## src/rtl/sw_cmd_capture.sv

```systemverilog
// Switch/button front end for the ALU core: synchronizes raw inputs, debounces the
// execute button and offers the captured switch byte as a single-entry valid/ready command.
module sw_cmd_capture #(
  parameter int DB_CYCLES = 4,
  parameter int CNT_W     = 8
) (
  input  logic             CLK,
  input  logic             RST,
  input  logic [7:0]       DIN,
  input  logic             BTN,
  input  logic             CMD_READY,
  output logic             CMD_VALID,
  output logic [7:0]       CMD_DATA,
  output logic [3:0]       CMD_OP,
  output logic [3:0]       CMD_IMM,
  output logic             CMD_ILLEGAL,
  output logic             OVERRUN,
  output logic [CNT_W-1:0] PRESS_CNT
);

  localparam int DB_W = (DB_CYCLES < 2) ? 1 : $clog2(DB_CYCLES);
  localparam logic [DB_W-1:0] DB_LAST = DB_W'(DB_CYCLES - 1);

  logic [7:0]      din_s1, din_s2;
  logic            btn_s1, btn_s;
  logic            btn_st, btn_st_q;
  logic [DB_W-1:0] db_cnt;
  logic            mismatch;
  logic            press;
  logic            xfer;

  always_ff @(posedge CLK or posedge RST) begin
    if (RST) begin
      din_s1 <= '0;
      din_s2 <= '0;
      btn_s1 <= 1'b0;
      btn_s  <= 1'b0;
    end else begin
      din_s1 <= DIN;
      din_s2 <= din_s1;
      btn_s1 <= BTN;
      btn_s  <= btn_s1;
    end
  end

  assign mismatch = (btn_s != btn_st);

  // The new level must persist for DB_CYCLES consecutive mismatching cycles.
  always_ff @(posedge CLK or posedge RST) begin
    if (RST) begin
      btn_st <= 1'b0;
      db_cnt <= '0;
    end else if (!mismatch) begin
      db_cnt <= '0;
    end else if (db_cnt == DB_LAST) begin
      btn_st <= btn_s;
      db_cnt <= '0;
    end else begin
      db_cnt <= db_cnt + 1'b1;
    end
  end

  always_ff @(posedge CLK or posedge RST) begin
    if (RST) btn_st_q <= 1'b0;
    else     btn_st_q <= btn_st;
  end

  // Rising edge of the stable level, built only from flops so it is glitch-free.
  assign press = btn_st & ~btn_st_q;
  assign xfer  = CMD_VALID & CMD_READY;

  always_ff @(posedge CLK or posedge RST) begin
    if (RST) begin
      CMD_VALID <= 1'b0;
      CMD_DATA  <= '0;
      OVERRUN   <= 1'b0;
      PRESS_CNT <= '0;
    end else begin
      if (press && (!CMD_VALID || xfer)) begin
        CMD_VALID <= 1'b1;
        CMD_DATA  <= din_s2;
        PRESS_CNT <= PRESS_CNT + 1'b1;
      end else begin
        if (press) OVERRUN   <= 1'b1;
        if (xfer)  CMD_VALID <= 1'b0;
      end
    end
  end

  assign CMD_OP      = CMD_DATA[7:4];
  assign CMD_IMM     = CMD_DATA[3:0];
  // Opcodes 1..9 are defined; 0 and A..F are not.
  assign CMD_ILLEGAL = (CMD_OP == 4'h0) || (CMD_OP > 4'h9);

endmodule

```

## config.mk

```make
export PLATFORM = sky130hd
export DESIGN_NAME = sw_cmd_capture
export DESIGN_NICKNAME = d
export VERILOG_FILES = /design/src/rtl/sw_cmd_capture.sv
export SDC_FILE = /design/constraint.sdc
export NUM_CORES = 1
export LEC_CHECK = 0
export CAP_MARGIN = 20
export CORE_MARGIN = 2
export CORE_UTILIZATION = 45
export CTS_BUF_LIST = sky130_fd_sc_hd__clkbuf_4
export DETAILED_ROUTE_END_ITERATION = 16
export GPL_TIMING_DRIVEN = 0
export MAX_ROUTING_LAYER = met4
export PLACE_DENSITY = 0.87
export SYNTH_ARGS = -nofsm -noshare
export SYNTH_HDL_FRONTEND = slang
export SYNTH_SLANG_ARGS = --single-unit
export TNS_END_PERCENT = 30
```

## constraint.sdc

```tcl
create_clock -name CLK -period 3 [get_ports CLK]
set_input_delay 0.9 -clock CLK [delete_from_list [all_inputs] [get_ports CLK]]
set_output_delay 0.9 -clock CLK [all_outputs]
set_load 0.01 [all_outputs]
```

======== Word level (Yosys, flattened, before mapping) ========
Index checks and enable logic that the tools add are counted.
cells by class
  $lt $le $gt $ge ......................... 1
  $add $sub $neg .......................... 2
  reductions and logical operators ........ 8
  multiplexer cells ....................... 4
  equality and inequality tests ........... 2
  bitwise logic cells ..................... 4
operators by type and width
  kind                   count
  $add A8 B1 Y8 const B  1
  $gt A4 B4 Y1 const B   1
  $logic_not A4 Y1       1
  $mux W2                2
  $reduce_and A2 Y1      2
  $add A2 B1 Y2 const B  1
  $and A1 B1 Y1          2
  $eq A2 B2 Y1 const B   1
  $logic_or A1 B1 Y1     2
  $mux W1                2
  $not A1 Y1             2
  $reduce_bool A2 Y1     1
  $logic_and A1 B1 Y1    1
  $logic_not A1 Y1       1
  $ne A1 B1 Y1           1
word-level totals
  register bits ........................... 40
  word-level logic and storage cells ...... 32
  input bits .............................. 12
  output and inout port bits .............. 27

======== Longest topological paths before layout ========
Gate-level depths: netlist (run 1).
  depth after elaboration ................. 5
  mapped depth ............................ 5
  mapped depth without buffers ............ 4

======== Worst setup path after synthesis (run 1) ========
No wires, ideal clock.
  path type ............................... register to output
  from .................................... reg CMD_DATA[4]
  to ...................................... out CMD_ILLEGAL
  cell stages (with the launch flop) ...... 3
  data arrival time ....................... 1031 ps
  slack ................................... 1069 ps
  path buffers ............................ 0
  data required time ...................... 2100 ps
  cells stage by stage .................... dfrtp_1 or4_1 nand2_1
on the way
  cells in the longest elaborated chain, start to end .. 2
  elaborated cells between the ends (all ways) .. 3
  those cells by class .................... order compare (1); reduce/logical (2)
ends and longest elaborated chain
  item                                                     line  text
  start: declaration                                       13    output logic [7:0] CMD_DATA,
  start signal: assignment                                 81    CMD_DATA <= din_s2;
  $gt A4 B4 Y1 / $logic_not A4 Y1 (equally long branches)  93    assign CMD_ILLEGAL = (CMD_OP == 4'h0) || (CMD_OP > 4'h9);
  $logic_or A1 B1 Y1 *                                     93
  end: declaration                                         16    output logic CMD_ILLEGAL,
Mark *: on every way between the ends. The rest lies on a longest branch, timed or not.

======== Final worst setup path (run 1) ========
Ends and elaborated chain as after synthesis.

==> impl_metrics.ini, run 1 <==
[run_status]
status = finished clean

[routing]
drc_errors = 0
num_vias = 822
dr.first_iter.drc_count = 1
routed_wl_um = 2302
antenna_left = 0
wire_per_inst_um = 12.72
firstDrtPassIters = 2
via_per_inst = 4.541

[floorplanning]
num_rows = 20
dieHeight_um = 61.09
floorplan.die_area_sq_um = 3731
die_x_um = 61.09
coreArea_sq_um = 3078
io-pin-count = 39
start_util_pct = 47.64

[timing]
hold_violations = 0
setup_slack_ns = 0.1885
fmax_mhz = 355.7
drv_slew = 0
setup_tns_ns = 0
maxSlewHeadroom_pct = 38.91
setup_viol = 0
skew_ns = 0.004375
rsz0062_at_grt = false
finalCritPeriodShare_pct = 93.72
tightest_slew_ns = 0.9153
min_period_ns = 2.812

[clock_network]
cts_tree = done
cts-buffers-inserted = 5
cts_resized = 0
clk-insertion-delay-late_ns = 0.33
clockBufferDepth = 2
hold_buffers = 0
cts.sinks = 40
post_cts_buffers = 0
root_buffer = clkbuf_4
htree_levels = 2
clk_pin_slew_ns = 0.11

[placement]
dp.final_hpwl_um = 1787
dp.cells = 173
gp_congestion = 0.7407
place_ws_ns = 0.5536
place.port_buffers = 38

[flow_run]
drv_cap = 0

[hold_path]
worst_hold_path.endpoint = din_s2[4]
min_from = din_s1[4]
holdPathStages = 0
hp-class = reg -> reg

[worst_setup_path]
max_stage_delay_ns = 0.54
critical_path_class = reg -> out
cp-start-kind = flop
required_ns = 2.10
cp_slowest_cell = or4_1
r2r-start = btn_st_q
cp-end-kind = output pin
cp_cell_sequence = or4_1 -> nand2_1 -> clkdlybuf4s50_1
r2r_setup_slack_ns = 1.60
arrival_ns = 1.91
critical_path.max_fanout = 4
rr_endpoint = CMD_DATA[2]
rr_worst_depth = 4

[finish]
n_antenna_cell = 0
drive_gt1_share_pct = 26.28
final_cell_count_no_fill = 181
areaGrowthSynthToFinish_pct = 36.18
nets = 150

[synthesis]
synth.area.top_cells = dfrtp_1 (68%), mux2_2 (7.7%), buf_4 (4.1%)
synth-seq-cells = 40
syn_nets = 104
syn_inst = 90
yosys.area.top_type_share_pct = 68.26
syn_area_sq_um = 1466
ys_warn_count = 0
syn_avg_cell_area_sq_um = 16.29
synth_top_cell_by_area = dfrtp_1
synth.distinct_cells = 25
yosysSeqAreaShare_pct = 68.26

[global_routing]
grt_pass1_vias = 890
antenna_found_initial = 0
grt_max_degree = 26
track_usage_pct = 15.82
grt_pass1_wl_um = 4043
grt.overflow.total = 0

[pwr]
p_per_area_nw_per_um2 = 997.7
total_leakage_power_nw = 0.8791
total_power_mw = 1.992
vdd_ir_drop_max_uv = 632.0
## registers in the layout, indices dropped and copies added (netlist names)
signal,cells
PRESS_CNT,8
din_s2,8
btn_s,1
btn_st_q,1
btn_st,1
CMD_VALID,1
db_cnt,2
OVERRUN,1
din_s1,8
btn_s1,1
CMD_DATA,8
## placed cells by master, fill, tap and decap left out
cell type	count
xnor2_1	6
nor2_8	1
nand2_1	2
nand3_2	1
ha_1	2
nor3_1	1
xor2_1	1
nand4_4	1
buf_8	1
or4_1	1
clkinv_2	1
clkinvlp_4	1
nand3_1	2
and3_1	1
xnor2_2	1
nand2b_2	1
mux2_2	10
inv_1	2
nor2b_1	1
buf_4	8
nor2b_4	1
clkdlybuf4s50_1	38
bufinv_16	1
a31o_2	1
dfrtp_1	40
nand4_2	1
buf_12	1
o21ai_0	1
or2b_1	1
and2_1	2
clkbuf_4	5
## critical path, delay by kind of cell (launching register included)
kind | cells | cell delay, ns
DFF | 1 | 0.43
buffers and inverters | 1 | 0.53
and+or+nand+nor | 2 | 0.62
## power breakdown
part / switching [mW] / internal (mW) / total [mW]
clock: 0.162 / 0.174 / 0.336
combinational: 0.313 / 0.536 / 0.849
sequential: 0.130 / 0.677 / 0.807
total: 0.606 / 1.39 / 1.99
## cell usage after synthesis
cell	count
a31o_2	1
and2_1	2
and3_1	1
buf_12	1
buf_4	8
dfrtp_1	40
ha_1	2
inv_1	2
mux2_2	10
nand2_1	2
nand2b_2	1
nand3_1	2
nand3_2	1
nand4_2	1
nand4_4	1
nor2_8	1
nor2b_1	1
nor2b_4	1
nor3_1	1
o21ai_0	1
or2b_1	1
or4_1	1
xnor2_1	6
xnor2_2	1
xor2_1	1
## worst max-delay path by stage
stage | from | end | slack, ns
after CTS | CMD_DATA[4] | CMD_ILLEGAL | 0.16
after detailed placement | CMD_DATA[4] | CMD_ILLEGAL | 0.55
after global routing | CMD_DATA[5] | CMD_ILLEGAL | 0.10
after global placement | RST | CMD_VALID | 0.48
after floorplan | CMD_DATA[4] | CMD_ILLEGAL | 1.07
final | CMD_DATA[4] | CMD_ILLEGAL | 0.19
## stage by stage
step                      area [sq um]  hold WS (ns)  utilization [%]
after CTS                         1997        0.3634            64.88
final                             1997        0.3595            64.88
after floorplan                   1466        0.3312                -
after global placement            1902        0.3313            61.79
after global routing              1997        0.3724            64.88
after detailed placement          1917        0.3365            62.28
## routing by layer
metal  vias to the layer above  wire [um]  track usage [%]
met5                         -          0                -
met4                         0         21            5.590
met3                         3        120            4.412
met2                        25       1293            26.29
met1                       411        866            18.40
li1                        383          -                -
## layout make-up
| type | instances | area [sq um] |
|---|---|---|
| fill | 244 | 1081 |
| timing repair buffer | 39 | 395.4 |
| buffer | 9 | 80.08 |
| clock buffer | 5 | 37.54 |
| clock inverter | 3 | 42.54 |
| sequential | 40 | 1001 |
| inverter | 2 | 7.507 |
| multi-input combinational | 39 | 377.9 |
| tap | 44 | 55.05 |
## logic make-up (layout without fill, tap and decap cells)
family | count (synthesis) | in the layout | synth area share, %
flip-flops | 40 | 40 | 68.26
adder cells (fa/ha/maj) | 2 | 2 | 1.706
AND/OR/NAND/NOR | 17 | 17 | 10.15
multiplexers | 10 | 10 | 7.679
XOR/XNOR | 8 | 8 | 5.290
AO/OA/AOI/OAI | 2 | 2 | 0.9383
buffers and inverters | 11 | 58 | 5.973
Power figures use the tool's default switching activity.
==> run 2, diff against run 1 <==
--- a/config.mk
+++ b/config.mk
@@ -7,12 +7,13 @@
 export LEC_CHECK = 0
 export CAP_MARGIN = 20
 export CORE_MARGIN = 2
-export CORE_UTILIZATION = 45
+export CORE_UTILIZATION = 47
 export CTS_BUF_LIST = sky130_fd_sc_hd__clkbuf_4
+export CTS_CLUSTER_DIAMETER = 50
 export DETAILED_ROUTE_END_ITERATION = 16
 export GPL_TIMING_DRIVEN = 0
 export MAX_ROUTING_LAYER = met4
-export PLACE_DENSITY = 0.87
+export PLACE_DENSITY = 0.9
 export SYNTH_ARGS = -nofsm -noshare
 export SYNTH_HDL_FRONTEND = slang
 export SYNTH_SLANG_ARGS = --single-unit
==> impl_metrics.ini, run 2 (synthesis gave the netlist of run 1 again) <==
[worst_setup_path]
arrival_ns = 1.91
critical_path_class = reg -> out
rr_endpoint = CMD_DATA[2]
rr_worst_depth = 4
critical_path.max_fanout = 5
cp-end-kind = output pin
r2r-start = btn_st_q
required_ns = 2.10
r2r_setup_slack_ns = 1.61
cp-start-kind = flop

[floorplanning]
start_util_pct = 48.83
num_rows = 20
dieHeight_um = 59.86
io-pin-count = 39
coreArea_sq_um = 3003
floorplan.die_area_sq_um = 3583
die_x_um = 59.86

[timing]
setup_viol = 0
hold_violations = 0
maxSlewHeadroom_pct = 75.64
skew_ns = 0.01912
finalCritPeriodShare_pct = 93.73
tightest_slew_ns = 0.3650
drv_slew = 0
min_period_ns = 2.812
rsz0062_at_grt = false
fmax_mhz = 355.6
setup_tns_ns = 0
setup_slack_ns = 0.1880

[routing]
num_vias = 842
wire_per_inst_um = 14.59
routed_wl_um = 2495
dr.first_iter.drc_count = 2
antenna_left = 0
firstDrtPassIters = 2
drc_errors = 0
via_per_inst = 4.924

[clock_network]
hold_buffers = 0
cts_resized = 0
post_cts_buffers = 0
cts-buffers-inserted = 5
clk_pin_slew_ns = 0.11
cts.sinks = 40
cts_tree = done
htree_levels = 2
clk-insertion-delay-late_ns = 0.35
root_buffer = clkbuf_4
clockBufferDepth = 2

[pwr]
vdd_ir_drop_max_uv = 515.3
p_per_area_nw_per_um2 = 999.4
total_leakage_power_nw = 0.8909

[hold_path]
hp-class = reg -> reg
holdPathStages = 0
worst_hold_path.endpoint = din_s2[2]
min_from = din_s1[2]

[finish]
final_common_cell = dfrtp_1
final_cell_mix = dfrtp_1 (40), clkdlybuf4s50_1 (38), mux2_2 (10)
drive_gt1_share_pct = 25.36
n_antenna_cell = 0
nets = 151
areaGrowthSynthToFinish_pct = 36.77

[placement]
dp.final_hpwl_um = 1805
place.port_buffers = 38
place_ws_ns = 0.5651
gp_congestion = 0.6584

[flow_run]
drv_cap = 0

[global_routing]
grt_max_degree = 27
track_usage_pct = 16.46
grt_pass1_wl_um = 4008
grt.overflow.total = 0
antenna_found_initial = 0
grt_pass1_vias = 888

[run_status]
status = finished clean
## run 2: cell count changes in the layout (fill, tap and decap cells not counted), sizes merged
cell / previous run / this run
clkinvlp: 1 / 0
clkinv: 1 / 2
buf: 10 / 11
## run 2: worst max path at each step
stage / from / end / cells after the start / slack, ns
after CTS: CMD_DATA[5] / CMD_ILLEGAL / 3 / 0.17
after floorplan: CMD_DATA[4] / CMD_ILLEGAL / 2 / 1.07
after global placement: RST / PRESS_CNT[5] / 2 / 0.51
after global routing: CMD_DATA[5] / CMD_ILLEGAL / 3 / 0.1
after detailed placement: CMD_DATA[5] / CMD_ILLEGAL / 3 / 0.57
final: CMD_DATA[5] / CMD_ILLEGAL / 3 / 0.19
## run 2: through the flow
stage | std cells | power, mW | hold WS [ns] | utilization [%] | area, sq um
6_report | 171 | 2.004 | 0.3577 | 66.79 | 2006
5_1_grt | 171 | 2.123 | 0.3648 | 66.79 | 2006
4_1_cts | 170 | 2.019 | 0.3597 | 65.88 | 1978
3_5_place_dp | 162 | 1.682 | 0.3356 | 63.38 | 1903
3_3_place_gp | 161 | 1.631 | 0.3312 | 62.88 | 1888
2_1_floorplan | 90 | 1.249 | 0.3312 | - | 1466
## run 2: layout make-up
cell class	instances	area, sq um
multi-input combinational	39	377.9
tap	33	41.29
sequential	40	1001
clock buffer	5	37.54
clock inverter	3	37.54
buffer	9	80.08
timing repair buffer	40	422.9
fill	224	997.2
inverter	2	7.507
## run 2: metal layers
metal / vias to the layer above / wire length (um) / GRT usage (%)
met4: 0 / 28 / 4.762
met5: - / 0 / -
met1: 422 / 957 / 18.49
li1: 387 / - / -
met2: 29 / 1331 / 26.09
met3: 4 / 177 / 8.009
## run 2: worst max-delay path, stage by stage (launching register included)
cell             delay [ns]
dfrtp_1                0.44
or4_1                  0.51
nand2_1                0.08
clkdlybuf4s50_1        0.54
## run 2: where the power goes
| group | switching, mW | total [mW] | internal, mW |
|---|---|---|---|
| clock | 0.168 | 0.338 | 0.170 |
| combinational | 0.315 | 0.855 | 0.541 |
| sequential | 0.135 | 0.811 | 0.677 |
| total | 0.617 | 2.00 | 1.39 |
==> edit: new RTL, config.mk and constraints of run 1 <==
Change the parameter `DB_CYCLES` from 4 to 2.
--- a/src/rtl/sw_cmd_capture.sv
+++ b/src/rtl/sw_cmd_capture.sv
@@ -1,7 +1,7 @@
 // Switch/button front end for the ALU core: synchronizes raw inputs, debounces the
 // execute button and offers the captured switch byte as a single-entry valid/ready command.
 module sw_cmd_capture #(
-  parameter int DB_CYCLES = 4,
+  parameter int DB_CYCLES = 2,
   parameter int CNT_W     = 8
 ) (
   input  logic             CLK,
Formal check against the unedited RTL: not equivalent (a bounded check fails within 10 cycles, from zero or initial values and one cycle with RST high).
==> edit against run 1 <==
- clock skew is 0.0013 ns higher
- first-iteration DRC count rose to 16 times the old value
- non-clock buffer count stayed put
- worst setup slack improved by 0.011 ns
- hold slack lost 0.0026 ns
- global-route usage shrank 1.1 points
- sequential cell count fell by 1
- sequential share of layout area is 0.35 points lower
- design area decreased by 1.8%
- area after synthesis is 3.1% lower
- power is 0.58% lower
- wire length fell by 6.0%
- critical endpoint unchanged
- largest power group unchanged
- highest routed layer unchanged
==> edit: results (changes against run 1) <==
** Timing
- The hold slack is 0.357 ns (-0.00264 ns).
- Worst Max-Slew Pin Slew :: 0.749 ns (-0.166 ns)
- The setup clock skew after layout is 0.00572 ns (+0.00135 ns).
- The number of endpoints failing setup at the final stage was 0 (unchanged).

** Synthesis
- The fraction of registers with async set or reset after synthesis was 100% (unchanged).
- Distinct cells, synth :: 24 (-4.0%)
- Top area cells in the synthesized netlist :: dfrtp_1, mux2_2, buf_4
- Sequential element share of the synthesized area :: 68.7% (+0.40 points)
- The average cell area after synthesis is 16.3 sq um (+0.27%).
- The commonest cells after synthesis are dfrtp_1, mux2_2, buf_4, xnor2_1.
- For this run, the leading register cell type out of synthesis is dfrtp_1.
- The synthesized net count was 100 (-3.8%).

** GRT
- Via count of the first global-routing pass :: 817 (-8.2%)
- Overall fraction of global-route tracks in use :: 14.7% (-1.1 points)
- First-pass GRT wire length :: 3630 um (-10%)
- Met1 GRT Util :: 15.9% (-2.5 points)
- The met2 usage is 25.0% (-1.3 points).
- Global Route met3 Usage :: 4.55% (+0.13 points)
- The largest net degree at the start of global routing is 23 (-12%).

** Route
- The post-detailed-route via-to-cell ratio was 4.47 (-1.5%).
- Post-detailed-routing wire length :: 2160 um (-6.0%)
- The detailed router's first-iteration violation count came to 16 (+15).
- DRC violations left :: 0 (unchanged)
- Vias :: 796 (-3.2%)

** CTS
- Worst-case clock buffer depth :: 2 (unchanged)
- Clock latency at the later pin of the worst-skew pair :: 0.33 ns (about the same)
- The buffers inserted during post-CTS setup optimization is 0 (unchanged).
- The number of gates given a new drive strength after cts was 0 (unchanged).

** Finish
- Number of nets in the layout :: 146 (-2.7%)
- Share of final-layout standard cells stronger than drive strength 1 :: 26.1% (-0.16 points)
- Number of inserted filler cells in the final layout :: 227 (-7.0%)

** Power
- Peak supply drop :: 0.000454 V (-28%)
- Portion of total power attributed to the clock network :: 16.5% (-0.3 points)
- The sequential power was 796 uW (-1%).
- Design internal power :: 1380 uW (-0.23%)
- Pleak :: 0.000861 uW (-2.1%)

** Worst setup path
- FF-to-FF End :: CMD_DATA[0]$_DFFE_PP0P_
- The slowest stage of the critical path belongs to the cell clkdlybuf4s50_1.
- Following the worst setup path forward leads to its endpoint at CMD_ILLEGAL.
- Worst R2R Path Depth :: 4 (unchanged)

** Placement
- Total placed cells including tap cells :: 170 (-1.7%)
- RD Place Congestion :: 0.763 (+3.0%)
- HPWL after detailed placement :: 1710 um (-4.2%)

** Hold path
- The worst hold path belongs to the class flip-flop to flip-flop.
- The path with the worst hold slack has its endpoint at btn_s$_DFF_PP0_.
- The worst hold path begins at btn_s1$_DFF_PP0_.

** Outcome
- Run status :: completed
==> edit: changes by cell type in the layout (fill, tap and decap cells not counted), sizes merged <==
cell | run 1 | this run
ha | 2 | 1
nor2b | 2 | 1
nor3 | 1 | 0
clkinvlp | 1 | 0
clkinv | 1 | 2
nor2 | 1 | 2
dfrtp | 40 | 39
==> edit: cells by family (layout without fill, tap and decap cells) <==
logic type | after synthesis | after routing | synth area share, %
DFF | 39 | 39 | 68.7
and+or+nand+nor | 16 | 16 | 9.95
buffers and inverters | 11 | 58 | 6.16
muxes | 10 | 10 | 7.92
xor gates and xnor gates | 8 | 8 | 5.46
AOI/OAI and AO/OA | 2 | 2 | 0.968
adders and majority gates | 1 | 1 | 0.880
==> edit: through the flow <==
step	instance area [sq um]	total power, uW	setup WS [ns]
global route	1960	2100	0.117
floorplan	1420	1240	1.07
CTS	1960	2020	0.167
global placement	1860	1630	0.538
finish	1960	1980	0.200
detailed placement	1880	1690	0.552
==> edit: critical path: cells and delay by family (launching register included) <==
family / cells / cell delay, ns
buffers and inverters: 1 / 0.54
DFF: 1 / 0.43
and+or+nand+nor: 2 / 0.60
==> edit: cell type report <==
class                   count  share of cell area [%]
inverters                   2                   0.383
plain buffers               9                    4.08
repair buffers             39                    20.8
multi-input cells          37                    18.3
well taps                  44                    2.81
flip-flops and latches     39                    49.8
clock inverters             3                    1.98
clock buffers               5                    1.91
==> edit: metal layers <==
| metal | vias to the layer above | wire length (um) | share of wire, % |
|---|---|---|---|
| li1 | 372 | - | - |
| met1 | 398 | 816 | 38 |
| met3 | 3 | 107 | 4.9 |
| met4 | 0 | 21 | 0.97 |
| met5 | - | 0 | 0 |
| met2 | 23 | 1220 | 56 |
